<file path="config.mk">
export PLATFORM = sky130hd
export DESIGN_NAME = reservation_station_flat
export DESIGN_NICKNAME = d
export VERILOG_FILES = /design/src/rtl/reservation_station_if.sv /design/src/rtl/reservation_station.sv /design/src/flat_wrapper.sv
export SDC_FILE = /design/constraint.sdc
export NUM_CORES = 2
export LEC_CHECK = 0
export ABC_AREA = 1
export CORE_ASPECT_RATIO = 1.2
export CORE_MARGIN = 5
export CORE_UTILIZATION = 40
export CTS_CLUSTER_SIZE = 16
export DETAILED_ROUTE_END_ITERATION = 12
export GPL_TIMING_DRIVEN = 0
export PLACE_DENSITY_LB_ADDON = 0.12
export SETUP_SLACK_MARGIN = 0.02
export SYNTH_ARGS = -nofsm -noshare
export SYNTH_HDL_FRONTEND = slang
export SYNTH_SLANG_ARGS = --single-unit
</file>
<file path="constraint.sdc">
create_clock -name clk -period 7.6 [get_ports clk]
set_input_delay 1.14 -clock clk [delete_from_list [all_inputs] [get_ports clk]]
set_output_delay 1.14 -clock clk [all_outputs]
set_load 0.01 [all_outputs]
</file>
<file path="src/rtl/reservation_station_if.sv">
// Dispatch, wakeup and issue bus between the rename/dispatch stage, the result broadcast
// and the reservation station feeding one FunctionalUnit.
interface reservation_station_if #(
    parameter int unsigned DEPTH = 8,
    parameter int unsigned TAG_W = 6,
    parameter int unsigned ROB_W = 6
);
    localparam int unsigned OCC_W = $clog2(DEPTH) + 1;

    logic             dispatch_valid;
    logic             dispatch_ready;
    logic [3:0]       d_ALUControl;
    logic             d_ALUSrc;
    logic             d_is_for_lsq;
    logic [31:0]      d_imm;
    logic             d_rs1_ready;
    logic             d_rs2_ready;
    logic [TAG_W-1:0] d_rs1_tag;
    logic [TAG_W-1:0] d_rs2_tag;
    logic [31:0]      d_rs1_value;
    logic [31:0]      d_rs2_value;
    logic [TAG_W-1:0] d_tag_to_output;
    logic [ROB_W-1:0] d_rob_index;

    logic             wakeup_active;
    logic [TAG_W-1:0] wakeup_tag;
    logic [31:0]      wakeup_value;

    logic             fu_available;
    logic             issue_valid;
    logic [3:0]       issue_ALUControl;
    logic             issue_ALUSrc;
    logic             issue_is_for_lsq;
    logic [31:0]      issue_imm;
    logic [31:0]      issue_rs1_value;
    logic [31:0]      issue_rs2_value;
    logic [TAG_W-1:0] issue_tag_to_output;
    logic [ROB_W-1:0] issue_rob_index;

    logic [OCC_W-1:0] occupancy;

    modport master (
        output dispatch_valid, d_ALUControl, d_ALUSrc, d_is_for_lsq, d_imm,
               d_rs1_ready, d_rs2_ready, d_rs1_tag, d_rs2_tag, d_rs1_value, d_rs2_value,
               d_tag_to_output, d_rob_index, wakeup_active, wakeup_tag, wakeup_value,
               fu_available,
        input  dispatch_ready, issue_valid, issue_ALUControl, issue_ALUSrc, issue_is_for_lsq,
               issue_imm, issue_rs1_value, issue_rs2_value, issue_tag_to_output,
               issue_rob_index, occupancy
    );

    modport slave (
        input  dispatch_valid, d_ALUControl, d_ALUSrc, d_is_for_lsq, d_imm,
               d_rs1_ready, d_rs2_ready, d_rs1_tag, d_rs2_tag, d_rs1_value, d_rs2_value,
               d_tag_to_output, d_rob_index, wakeup_active, wakeup_tag, wakeup_value,
               fu_available,
        output dispatch_ready, issue_valid, issue_ALUControl, issue_ALUSrc, issue_is_for_lsq,
               issue_imm, issue_rs1_value, issue_rs2_value, issue_tag_to_output,
               issue_rob_index, occupancy
    );
endinterface

</file>
<file path="src/rtl/reservation_station.sv">
// Issue queue: holds renamed instructions until operands are captured from the wakeup bus,
// then issues the lowest-index ready entry to the FunctionalUnit each cycle.
module reservation_station #(
    parameter int unsigned DEPTH = 8,
    parameter int unsigned TAG_W = 6,
    parameter int unsigned ROB_W = 6
) (
    input logic                  clk,
    input logic                  reset,
    reservation_station_if.slave bus
);
    localparam int unsigned IDX_W = $clog2(DEPTH);
    localparam int unsigned OCC_W = $clog2(DEPTH) + 1;

    logic [DEPTH-1:0] valid_q, valid_d;
    logic [DEPTH-1:0] r1rdy_q, r1rdy_d;
    logic [DEPTH-1:0] r2rdy_q, r2rdy_d;
    logic [DEPTH-1:0] src_q, src_d;
    logic [DEPTH-1:0] lsq_q, lsq_d;
    logic [3:0]       op_q    [DEPTH];
    logic [3:0]       op_d    [DEPTH];
    logic [31:0]      imm_q   [DEPTH];
    logic [31:0]      imm_d   [DEPTH];
    logic [TAG_W-1:0] r1tag_q [DEPTH];
    logic [TAG_W-1:0] r1tag_d [DEPTH];
    logic [TAG_W-1:0] r2tag_q [DEPTH];
    logic [TAG_W-1:0] r2tag_d [DEPTH];
    logic [31:0]      r1val_q [DEPTH];
    logic [31:0]      r1val_d [DEPTH];
    logic [31:0]      r2val_q [DEPTH];
    logic [31:0]      r2val_d [DEPTH];
    logic [TAG_W-1:0] dtag_q  [DEPTH];
    logic [TAG_W-1:0] dtag_d  [DEPTH];
    logic [ROB_W-1:0] rob_q   [DEPTH];
    logic [ROB_W-1:0] rob_d   [DEPTH];
    logic [OCC_W-1:0] occ_q, occ_d;

    logic [DEPTH-1:0] entry_rdy;
    logic             iss_any;
    logic [IDX_W-1:0] iss_idx;
    logic [IDX_W-1:0] free_idx;
    logic             issue_fire;
    logic             disp_ready;
    logic             disp_fire;
    logic             r1_hit;
    logic             r2_hit;

    // Readiness and priority selects are all taken from pre-edge state.
    always_comb begin
        iss_any  = 1'b0;
        iss_idx  = '0;
        free_idx = '0;
        for (int i = 0; i < int'(DEPTH); i++) begin
            entry_rdy[i] = valid_q[i] &&
                           ((op_q[i] == 4'd0) || (r1rdy_q[i] && (r2rdy_q[i] || src_q[i])));
        end
        for (int i = int'(DEPTH) - 1; i >= 0; i--) begin
            if (entry_rdy[i]) begin
                iss_any = 1'b1;
                iss_idx = IDX_W'(i);
            end
            if (!valid_q[i]) begin
                free_idx = IDX_W'(i);
            end
        end
    end

    // Nothing issues while reset is asserted, so the FU never latches a discarded entry.
    assign issue_fire = reset && bus.fu_available && iss_any;
    assign disp_ready = (occ_q < OCC_W'(DEPTH));
    assign disp_fire  = bus.dispatch_valid && disp_ready;
    assign r1_hit     = bus.wakeup_active && !bus.d_rs1_ready && (bus.d_rs1_tag == bus.wakeup_tag);
    assign r2_hit     = bus.wakeup_active && !bus.d_rs2_ready && (bus.d_rs2_tag == bus.wakeup_tag);

    always_comb begin
        valid_d = valid_q;
        r1rdy_d = r1rdy_q;
        r2rdy_d = r2rdy_q;
        src_d   = src_q;
        lsq_d   = lsq_q;
        op_d    = op_q;
        imm_d   = imm_q;
        r1tag_d = r1tag_q;
        r2tag_d = r2tag_q;
        r1val_d = r1val_q;
        r2val_d = r2val_q;
        dtag_d  = dtag_q;
        rob_d   = rob_q;

        if (bus.wakeup_active) begin
            for (int i = 0; i < int'(DEPTH); i++) begin
                if (valid_q[i] && !r1rdy_q[i] && (r1tag_q[i] == bus.wakeup_tag)) begin
                    r1rdy_d[i] = 1'b1;
                    r1val_d[i] = bus.wakeup_value;
                end
                if (valid_q[i] && !r2rdy_q[i] && (r2tag_q[i] == bus.wakeup_tag)) begin
                    r2rdy_d[i] = 1'b1;
                    r2val_d[i] = bus.wakeup_value;
                end
            end
        end

        if (issue_fire) begin
            valid_d[iss_idx] = 1'b0;
        end

        // free_idx is a pre-edge free slot, so it never collides with the issuing slot.
        if (disp_fire) begin
            valid_d[free_idx] = 1'b1;
            op_d[free_idx]    = bus.d_ALUControl;
            src_d[free_idx]   = bus.d_ALUSrc;
            lsq_d[free_idx]   = bus.d_is_for_lsq;
            imm_d[free_idx]   = bus.d_imm;
            r1tag_d[free_idx] = bus.d_rs1_tag;
            r2tag_d[free_idx] = bus.d_rs2_tag;
            r1rdy_d[free_idx] = bus.d_rs1_ready || r1_hit;
            r2rdy_d[free_idx] = bus.d_rs2_ready || r2_hit;
            r1val_d[free_idx] = r1_hit ? bus.wakeup_value : bus.d_rs1_value;
            r2val_d[free_idx] = r2_hit ? bus.wakeup_value : bus.d_rs2_value;
            dtag_d[free_idx]  = bus.d_tag_to_output;
            rob_d[free_idx]   = bus.d_rob_index;
        end

        occ_d = occ_q + OCC_W'(disp_fire) - OCC_W'(issue_fire);
    end

    always_ff @(posedge clk) begin
        if (!reset) begin
            valid_q <= '0;
            occ_q   <= '0;
        end else begin
            valid_q <= valid_d;
            occ_q   <= occ_d;
        end
    end

    // Payload is qualified by valid_q, so it needs no reset.
    always_ff @(posedge clk) begin
        r1rdy_q <= r1rdy_d;
        r2rdy_q <= r2rdy_d;
        src_q   <= src_d;
        lsq_q   <= lsq_d;
        op_q    <= op_d;
        imm_q   <= imm_d;
        r1tag_q <= r1tag_d;
        r2tag_q <= r2tag_d;
        r1val_q <= r1val_d;
        r2val_q <= r2val_d;
        dtag_q  <= dtag_d;
        rob_q   <= rob_d;
    end

    assign bus.dispatch_ready      = disp_ready;
    assign bus.occupancy           = occ_q;
    assign bus.issue_valid         = issue_fire;
    assign bus.issue_ALUControl    = issue_fire ? op_q[iss_idx]    : '0;
    assign bus.issue_ALUSrc        = issue_fire ? src_q[iss_idx]   : 1'b0;
    assign bus.issue_is_for_lsq    = issue_fire ? lsq_q[iss_idx]   : 1'b0;
    assign bus.issue_imm           = issue_fire ? imm_q[iss_idx]   : '0;
    assign bus.issue_rs1_value     = issue_fire ? r1val_q[iss_idx] : '0;
    assign bus.issue_rs2_value     = issue_fire ? r2val_q[iss_idx] : '0;
    assign bus.issue_tag_to_output = issue_fire ? dtag_q[iss_idx]  : '0;
    assign bus.issue_rob_index     = issue_fire ? rob_q[iss_idx]   : '0;
endmodule

</file>
<file path="src/flat_wrapper.sv">
// flat-port wrapper written by rule: the top's interface ports become plain ports
module reservation_station_flat 
#(
    parameter int unsigned DEPTH = 8,
    parameter int unsigned TAG_W = 6,
    parameter int unsigned ROB_W = 6
)
  (clk, reset, bus_dispatch_valid, bus_d_ALUControl, bus_d_ALUSrc, bus_d_is_for_lsq, bus_d_imm, bus_d_rs1_ready, bus_d_rs2_ready, bus_d_rs1_tag, bus_d_rs2_tag, bus_d_rs1_value, bus_d_rs2_value, bus_d_tag_to_output, bus_d_rob_index, bus_wakeup_active, bus_wakeup_tag, bus_wakeup_value, bus_fu_available, bus_dispatch_ready, bus_issue_valid, bus_issue_ALUControl, bus_issue_ALUSrc, bus_issue_is_for_lsq, bus_issue_imm, bus_issue_rs1_value, bus_issue_rs2_value, bus_issue_tag_to_output, bus_issue_rob_index, bus_occupancy);
  reservation_station_if #(.DEPTH(DEPTH), .TAG_W(TAG_W), .ROB_W(ROB_W)) bus_i ();
  input logic clk;
  input logic reset;
  input wire logic [$bits(bus_i.dispatch_valid)-1:0] bus_dispatch_valid;
  input wire logic [$bits(bus_i.d_ALUControl)-1:0] bus_d_ALUControl;
  input wire logic [$bits(bus_i.d_ALUSrc)-1:0] bus_d_ALUSrc;
  input wire logic [$bits(bus_i.d_is_for_lsq)-1:0] bus_d_is_for_lsq;
  input wire logic [$bits(bus_i.d_imm)-1:0] bus_d_imm;
  input wire logic [$bits(bus_i.d_rs1_ready)-1:0] bus_d_rs1_ready;
  input wire logic [$bits(bus_i.d_rs2_ready)-1:0] bus_d_rs2_ready;
  input wire logic [$bits(bus_i.d_rs1_tag)-1:0] bus_d_rs1_tag;
  input wire logic [$bits(bus_i.d_rs2_tag)-1:0] bus_d_rs2_tag;
  input wire logic [$bits(bus_i.d_rs1_value)-1:0] bus_d_rs1_value;
  input wire logic [$bits(bus_i.d_rs2_value)-1:0] bus_d_rs2_value;
  input wire logic [$bits(bus_i.d_tag_to_output)-1:0] bus_d_tag_to_output;
  input wire logic [$bits(bus_i.d_rob_index)-1:0] bus_d_rob_index;
  input wire logic [$bits(bus_i.wakeup_active)-1:0] bus_wakeup_active;
  input wire logic [$bits(bus_i.wakeup_tag)-1:0] bus_wakeup_tag;
  input wire logic [$bits(bus_i.wakeup_value)-1:0] bus_wakeup_value;
  input wire logic [$bits(bus_i.fu_available)-1:0] bus_fu_available;
  output wire logic [$bits(bus_i.dispatch_ready)-1:0] bus_dispatch_ready;
  output wire logic [$bits(bus_i.issue_valid)-1:0] bus_issue_valid;
  output wire logic [$bits(bus_i.issue_ALUControl)-1:0] bus_issue_ALUControl;
  output wire logic [$bits(bus_i.issue_ALUSrc)-1:0] bus_issue_ALUSrc;
  output wire logic [$bits(bus_i.issue_is_for_lsq)-1:0] bus_issue_is_for_lsq;
  output wire logic [$bits(bus_i.issue_imm)-1:0] bus_issue_imm;
  output wire logic [$bits(bus_i.issue_rs1_value)-1:0] bus_issue_rs1_value;
  output wire logic [$bits(bus_i.issue_rs2_value)-1:0] bus_issue_rs2_value;
  output wire logic [$bits(bus_i.issue_tag_to_output)-1:0] bus_issue_tag_to_output;
  output wire logic [$bits(bus_i.issue_rob_index)-1:0] bus_issue_rob_index;
  output wire logic [$bits(bus_i.occupancy)-1:0] bus_occupancy;
  assign bus_i.dispatch_valid = bus_dispatch_valid;
  assign bus_i.d_ALUControl = bus_d_ALUControl;
  assign bus_i.d_ALUSrc = bus_d_ALUSrc;
  assign bus_i.d_is_for_lsq = bus_d_is_for_lsq;
  assign bus_i.d_imm = bus_d_imm;
  assign bus_i.d_rs1_ready = bus_d_rs1_ready;
  assign bus_i.d_rs2_ready = bus_d_rs2_ready;
  assign bus_i.d_rs1_tag = bus_d_rs1_tag;
  assign bus_i.d_rs2_tag = bus_d_rs2_tag;
  assign bus_i.d_rs1_value = bus_d_rs1_value;
  assign bus_i.d_rs2_value = bus_d_rs2_value;
  assign bus_i.d_tag_to_output = bus_d_tag_to_output;
  assign bus_i.d_rob_index = bus_d_rob_index;
  assign bus_i.wakeup_active = bus_wakeup_active;
  assign bus_i.wakeup_tag = bus_wakeup_tag;
  assign bus_i.wakeup_value = bus_wakeup_value;
  assign bus_i.fu_available = bus_fu_available;
  assign bus_dispatch_ready = bus_i.dispatch_ready;
  assign bus_issue_valid = bus_i.issue_valid;
  assign bus_issue_ALUControl = bus_i.issue_ALUControl;
  assign bus_issue_ALUSrc = bus_i.issue_ALUSrc;
  assign bus_issue_is_for_lsq = bus_i.issue_is_for_lsq;
  assign bus_issue_imm = bus_i.issue_imm;
  assign bus_issue_rs1_value = bus_i.issue_rs1_value;
  assign bus_issue_rs2_value = bus_i.issue_rs2_value;
  assign bus_issue_tag_to_output = bus_i.issue_tag_to_output;
  assign bus_issue_rob_index = bus_i.issue_rob_index;
  assign bus_occupancy = bus_i.occupancy;
  reservation_station #(.DEPTH(DEPTH), .TAG_W(TAG_W), .ROB_W(ROB_W)) u_core (.clk(clk), .reset(reset), .bus(bus_i));
endmodule
</file>
Yosys cells after proc, flatten, opt, wreduce, memory -nomap -nowiden:

Index checks and enable logic that the tools add are counted.

* register bits: 1036
* input port bits: 171
* output and inout port bits: 120
* logic and storage cells: 325

* $add $sub $neg: 2
* $lt $le $gt $ge: 8
* eq/ne operators: 18
* multiplexer cells: 120
* bitwise gates (word level): 5
* reduce and logical (&&, ||, !) cells: 102

Operators with widths (count)
* $mux W256: 4
* $mux W32: 28
* $bwmux W256: 3
* $bmux W32 S3: 3
* $bwmux W48: 4
* $eq A6 B6 Y1: 18
* $demux W32 S3: 1
* $logic_and A1 B1 Y1: 58
* $mux W3: 16
* $mux W8: 6
* $mux W6: 7
* $bmux W6 S3: 2
* $bwmux W32: 1
* $bwmux W8: 4
* $logic_not A4 Y1: 8
* $mux W1: 30
* $demux W6 S3: 1
* $logic_not A1 Y1: 18
* $logic_or A1 B1 Y1: 18
* $mux W4: 4
* $bmux W4 S3: 1
* $demux W4 S3: 1
* $and A8 B8 Y8: 1
* $ge A4 B4 Y1 const B: 2
* 11 further kinds: 16

Logic depth before layout (Yosys ltp):

* depth after elaboration: 21
* gate-level depth with buffers: 17
* gate-level depth less buffers: 17

Least setup slack after synthesis:

No wires, ideal clock.

* path type: input port to flip-flop
* from: in bus_dispatch_valid
* to: reg u_core.r2val_q[0] in the netlist's numbering
* library setup time: 133 ps
* arrival time: 5218 ps
* path slack: 2249 ps
* stages: 9
* cell sequence: nand2_1 > nor3_1 > nand3_1 > nor2_1 > inv_1 > buf_6 > buf_2 > nand2_1 > o21ai_0

RTL lines
* from (decl): line flat_wrapper.sv:12 `input wire logic [$bits(bus_i.dispatch_valid)-1:0] bus_dispatch_valid;`
* to (signal assigned): line reservation_station.sv:148 `r2val_q <= r2val_d;`
* to (decl): line reservation_station.sv:30 `logic [31:0] r2val_q [DEPTH];`

Final worst setup path:

* from: reg u_core.op_q[7] in the netlist's numbering
* to: out bus_issue_imm[4]

* cells in the longest elaborated chain, start to end: 15
* elaborated cells between the ends (all ways): 23
* classes of those cells: mux: 18; bitwise: 1; reduce/logical: 4

Ends and longest elaborated chain
* from (decl): line reservation_station.sv:20 `logic [3:0] op_q [DEPTH];`
* from (signal assigned): line reservation_station.sv:143 `op_q <= op_d;`
* $logic_not A4 Y1 (*): line reservation_station.sv:55 `((op_q[i] == 4'd0) || (r1rdy_q[i] && (r2rdy_q[i] || src_q[i])));`
* $logic_or A1 B1 Y1 (*): line reservation_station.sv:55
* $logic_and A1 B1 Y1 (*): line reservation_station.sv:54 `entry_rdy[i] = valid_q[i] &&`
* $mux W3 (7 in series): line reservation_station.sv:58 `if (entry_rdy[i]) begin`
* $not A3 Y4 (not written as such): line reservation_station.sv:159 `assign bus.issue_imm = issue_fire ? imm_q[iss_idx] : '0;`
* $bmux W32 S3: line reservation_station.sv:159
* $mux W32 (not written as such) (2 in series): line reservation_station.sv:159
* $mux W32 (*): line reservation_station.sv:159
* to (decl): line flat_wrapper.sv:34 `output wire logic [$bits(bus_i.issue_imm)-1:0] bus_issue_imm;`

Mark *: on every way between the ends. The rest lies on a longest branch, timed or not. The select of a mux whose other input is x is not followed.

==> impl_metrics.tcl <==
set metrics [dict create \
    clk_pin_slew_ns 0.06 \
    layout-drive-gt1-share_pct 7.56 \
    synthAdderAreaFrac_pct 0.140 \
    worstHoldStart "u_core.r2val_q[3]" \
    ctsResizeCount 0 \
    cts_setup_buffers 0 \
    ys_types 47 \
    timing.critical_path.slowest_stage_cell "clkdlybuf4s50_1" \
    yosys.area_share.xor_xnor_pct 1.16 \
    final_setup_violation_count 0 \
    floorplan.initialDensity_pct 40.2 \
    timing.critical_path.from "u_core.op_q[7]" \
    failed_checks "design-rule violations" \
    dieWidth_um 333 \
    fmax_ghz 0.179 \
    io_buffers 286 \
    cts.sinks 1036 \
    gpl.final_weighted_congestion 0.930 \
    netlist.area_leader.share_pct 29.8 \
    place_hpwl_mm 143 \
    layout_min_cycle_time_ns 5.60 \
    layout_worst_path_cycle_share_pct 73.6 \
    clock_skew_ns 0.0358 \
    layout.cells.non_filler 8656 \
    worst-endpoint-required_ns 6.46 \
    p_total_w 0.0145 \
    core.rowCount 142 \
    setup_total_negative_slack_ns 0 \
    numCtsBuffers 110 \
    syn-cell-area_mm2 0.0500 \
    synth_seq_cells 1036 \
    global_route.usage.total_pct 29.1 \
    vert_die_dim_um 397 \
    worst-slew-pin-transition_ns 1.44 \
    cp_common_cell "nand2_1" \
    detail_route.iter0.violations 4593 \
    clk-insertion-delay-late_ns 0.74 \
    tritoncts "done" \
    globalRoute.totalOverflow 0 \
    endpoint_kind_of_the_worst_setup_timing_path "primary output" \
    leakage_nw 22.8 \
    first_global_vias 42700 \
    place.detailed.instances 8438 \
    synth_common_cells "nand2_1, o21ai_0, inv_1" \
    remaining_drc_errors 4 \
    postLayoutCoreUtil_pct 47.2 \
    largest_net_degree_at_the_start_of_global_routing 51 \
    synth-edff-count 496 \
    crit_path_max_fanout 13 \
    rr_startpoint "u_core.valid_q[0]" \
    synth_most_common_cell "nand2_1" \
    synth_area_leader_cell "edfxtp_1" \
    postSynthAreaPerCell_um2 7.72 \
    avgViaCountPerCell 5.32 \
    cap_violations 0 \
    synth_compound_gate_area_share_pct 12.9 \
    synth-async-reset-ratio_pct 0 \
    crit_path_start_kind "register" \
    yosys-top-cells-area "edfxtp_1, dfxtp_1, nand2_1" \
    htree_num_levels 3 \
    routedWlPerCell_um 23.2 \
    timing_max_transition_violations_final 0 \
    normalized_max_slew_margin_pct 2.92 \
    power_per_cell_area_mw_per_mm2 247 \
    design.portCount 291 \
    critical_path_arrival_ns 4.46 \
    result_of_the_run "finished with violations" \
    layout.nets 7070 \
    floorplan.core_area_mm2 0.125 \
    synth-simple-area-share_pct 24.5 \
    detailroute.via_count 46100 \
    finalHoldViolations 0 \
    synth-seq-area-share_pct 51.4 \
    total_wire_length_after_detailed_routing_mm 201 \
    timing_worst_setup_path_type "reg -> out" \
    first_pass_iters 10 \
    antenna_found_initial 19 \
    critical-path-max-stage-delay_ns 0.61 \
    die-area_mm2 0.132 \
    yosysWarnings 0 \
    synth.area.mux_share_pct 0 \
    ys_dominant_reg_cell "dfxtp_1" \
    min-delay-path-class "reg -> reg" \
    max-vdd-ir-drop_mv 0.198 \
    grt_pass1_wl_mm 287 \
    synth.net_count 6661 \
    cell_chain_of_the_critical_path "nor2_1, nand2_1, nand2_1, nand2_1, nand2_1, nand2_2, nand2_2, nand2_1, nand2_2, buf_6, buf_2, nor2_1, nor2_1, nand3_1, a21oi_1, clkdlybuf4s50_1" \
    clock_tree_root_buffer_cell "clkbuf_16" \
    clock_path_buffers 3 \
    area_delta_synth_final_pct 17.5 \
    cts-hold-fix-buffers 0 \
    synthesized_netlist_cell_count 6485 \
    grt_setup_unrepaired "no" \
    final_antenna_net_count 0 \
    synth_top_family_by_area "simple AND/OR/NAND/NOR gates" \
]
[cell usage in the layout, fill, tap and decap left out, types with 21 or more instances in the layout]
cell             Yosys  layout
nand3b_1           122     122
buf_6               34      34
clkbuf_1           143     172
o21ai_2             23      23
clkdlybuf4s50_1      0     286
edfxtp_1           496     496
dfxtp_1            540     540
o21ai_1            322     323
xor2_1              40      40
nand2_1           1886    1886
buf_2              216     216
o21ai_0            770     769
inv_1              683     677
clkinv_2             0      21
nand3_1            359     359
clkbuf_16            0     110
a21oi_1            138     138
xnor2_1             26      26
nor2_1             522     520
buf_1               27      27
[logic make-up (layout without fill, tap and decap cells)]
logic type / after synthesis / after routing
simple gates: 2969 / 2969
compound gates: 1265 / 1265
buf+inv: 1144 / 1641
flops: 1036 / 1036
xor+xnor: 66 / 66
fa+ha+maj: 5 / 5
other cells: 0 / 18
[registers in the layout, indices dropped and copies added (netlist names)]
register	flops
u_core.r1tag_q	48
u_core.bus.occupancy	4
u_core.valid_q	8
u_core.r1val_q	256
u_core.rob_q	48
u_core.op_q	32
u_core.lsq_q	8
u_core.src_q	8
u_core.r2tag_q	48
u_core.r1rdy_q	8
u_core.imm_q	256
u_core.r2rdy_q	8
u_core.dtag_q	48
u_core.r2val_q	256
[per-layer routing]
metal / GRT usage (%) / share of wire [%] / vias up
met2: 48.4 / 46 / 2092
met5: 0 / 0.037 / -
met1: 35.7 / 39 / 21800
met3: 6.03 / 8.8 / 474
li1: - / - / 21700
met4: 15.2 / 5.9 / 10
[path summary, 6_finish.rpt]
kind / end / slack (ns) / depth (start not counted)
worst max-delay path: bus_issue_imm[4] / 2.00 / 16
worst min register to register: u_core.r2val_q[3] / 0.55 / 4
worst max register to register: u_core.dtag_q[46] / 3.77 / 10
worst min-delay path: u_core.r2val_q[3] / 0.55 / 4
[cell type report]
class	instances	area [µm²]
repair buffers	297	3140
clock buffers	153	3050
plain buffers	443	2300
clock inverters	47	417
inverters	701	2650
fillers	12500	65800
diodes	18	45.0
well taps	1656	2070
multi-input cells	4305	19400
flip-flops and latches	1036	25700
[stage by stage]
stage,hold WS [ns],setup WS (ns),cell area (µm²)
CTS,0.543,1.99,58700
global placement,0.517,-3.80,55000
detailed placement,0.528,2.14,55300
floorplan,0.445,2.25,50000
finish,0.552,2.00,58800
global route,0.578,1.85,58800
[where the power goes]
part           total [W]  internal [W]  switching (W)
sequential       0.00680       0.00649       0.000317
combinational    0.00239      0.000919        0.00147
clock            0.00531       0.00297        0.00235
total             0.0145        0.0104        0.00413
[worst max-delay path: cells and delay by family (launching register included)]
family	cells	cell delay [ns]
AO/OA/AOI/OAI	1	0.30
AND/OR/NAND/NOR	12	1.70
flip-flops	1	0.40
buffers and inverters	3	1.29
Power figures use the tool's default switching activity.
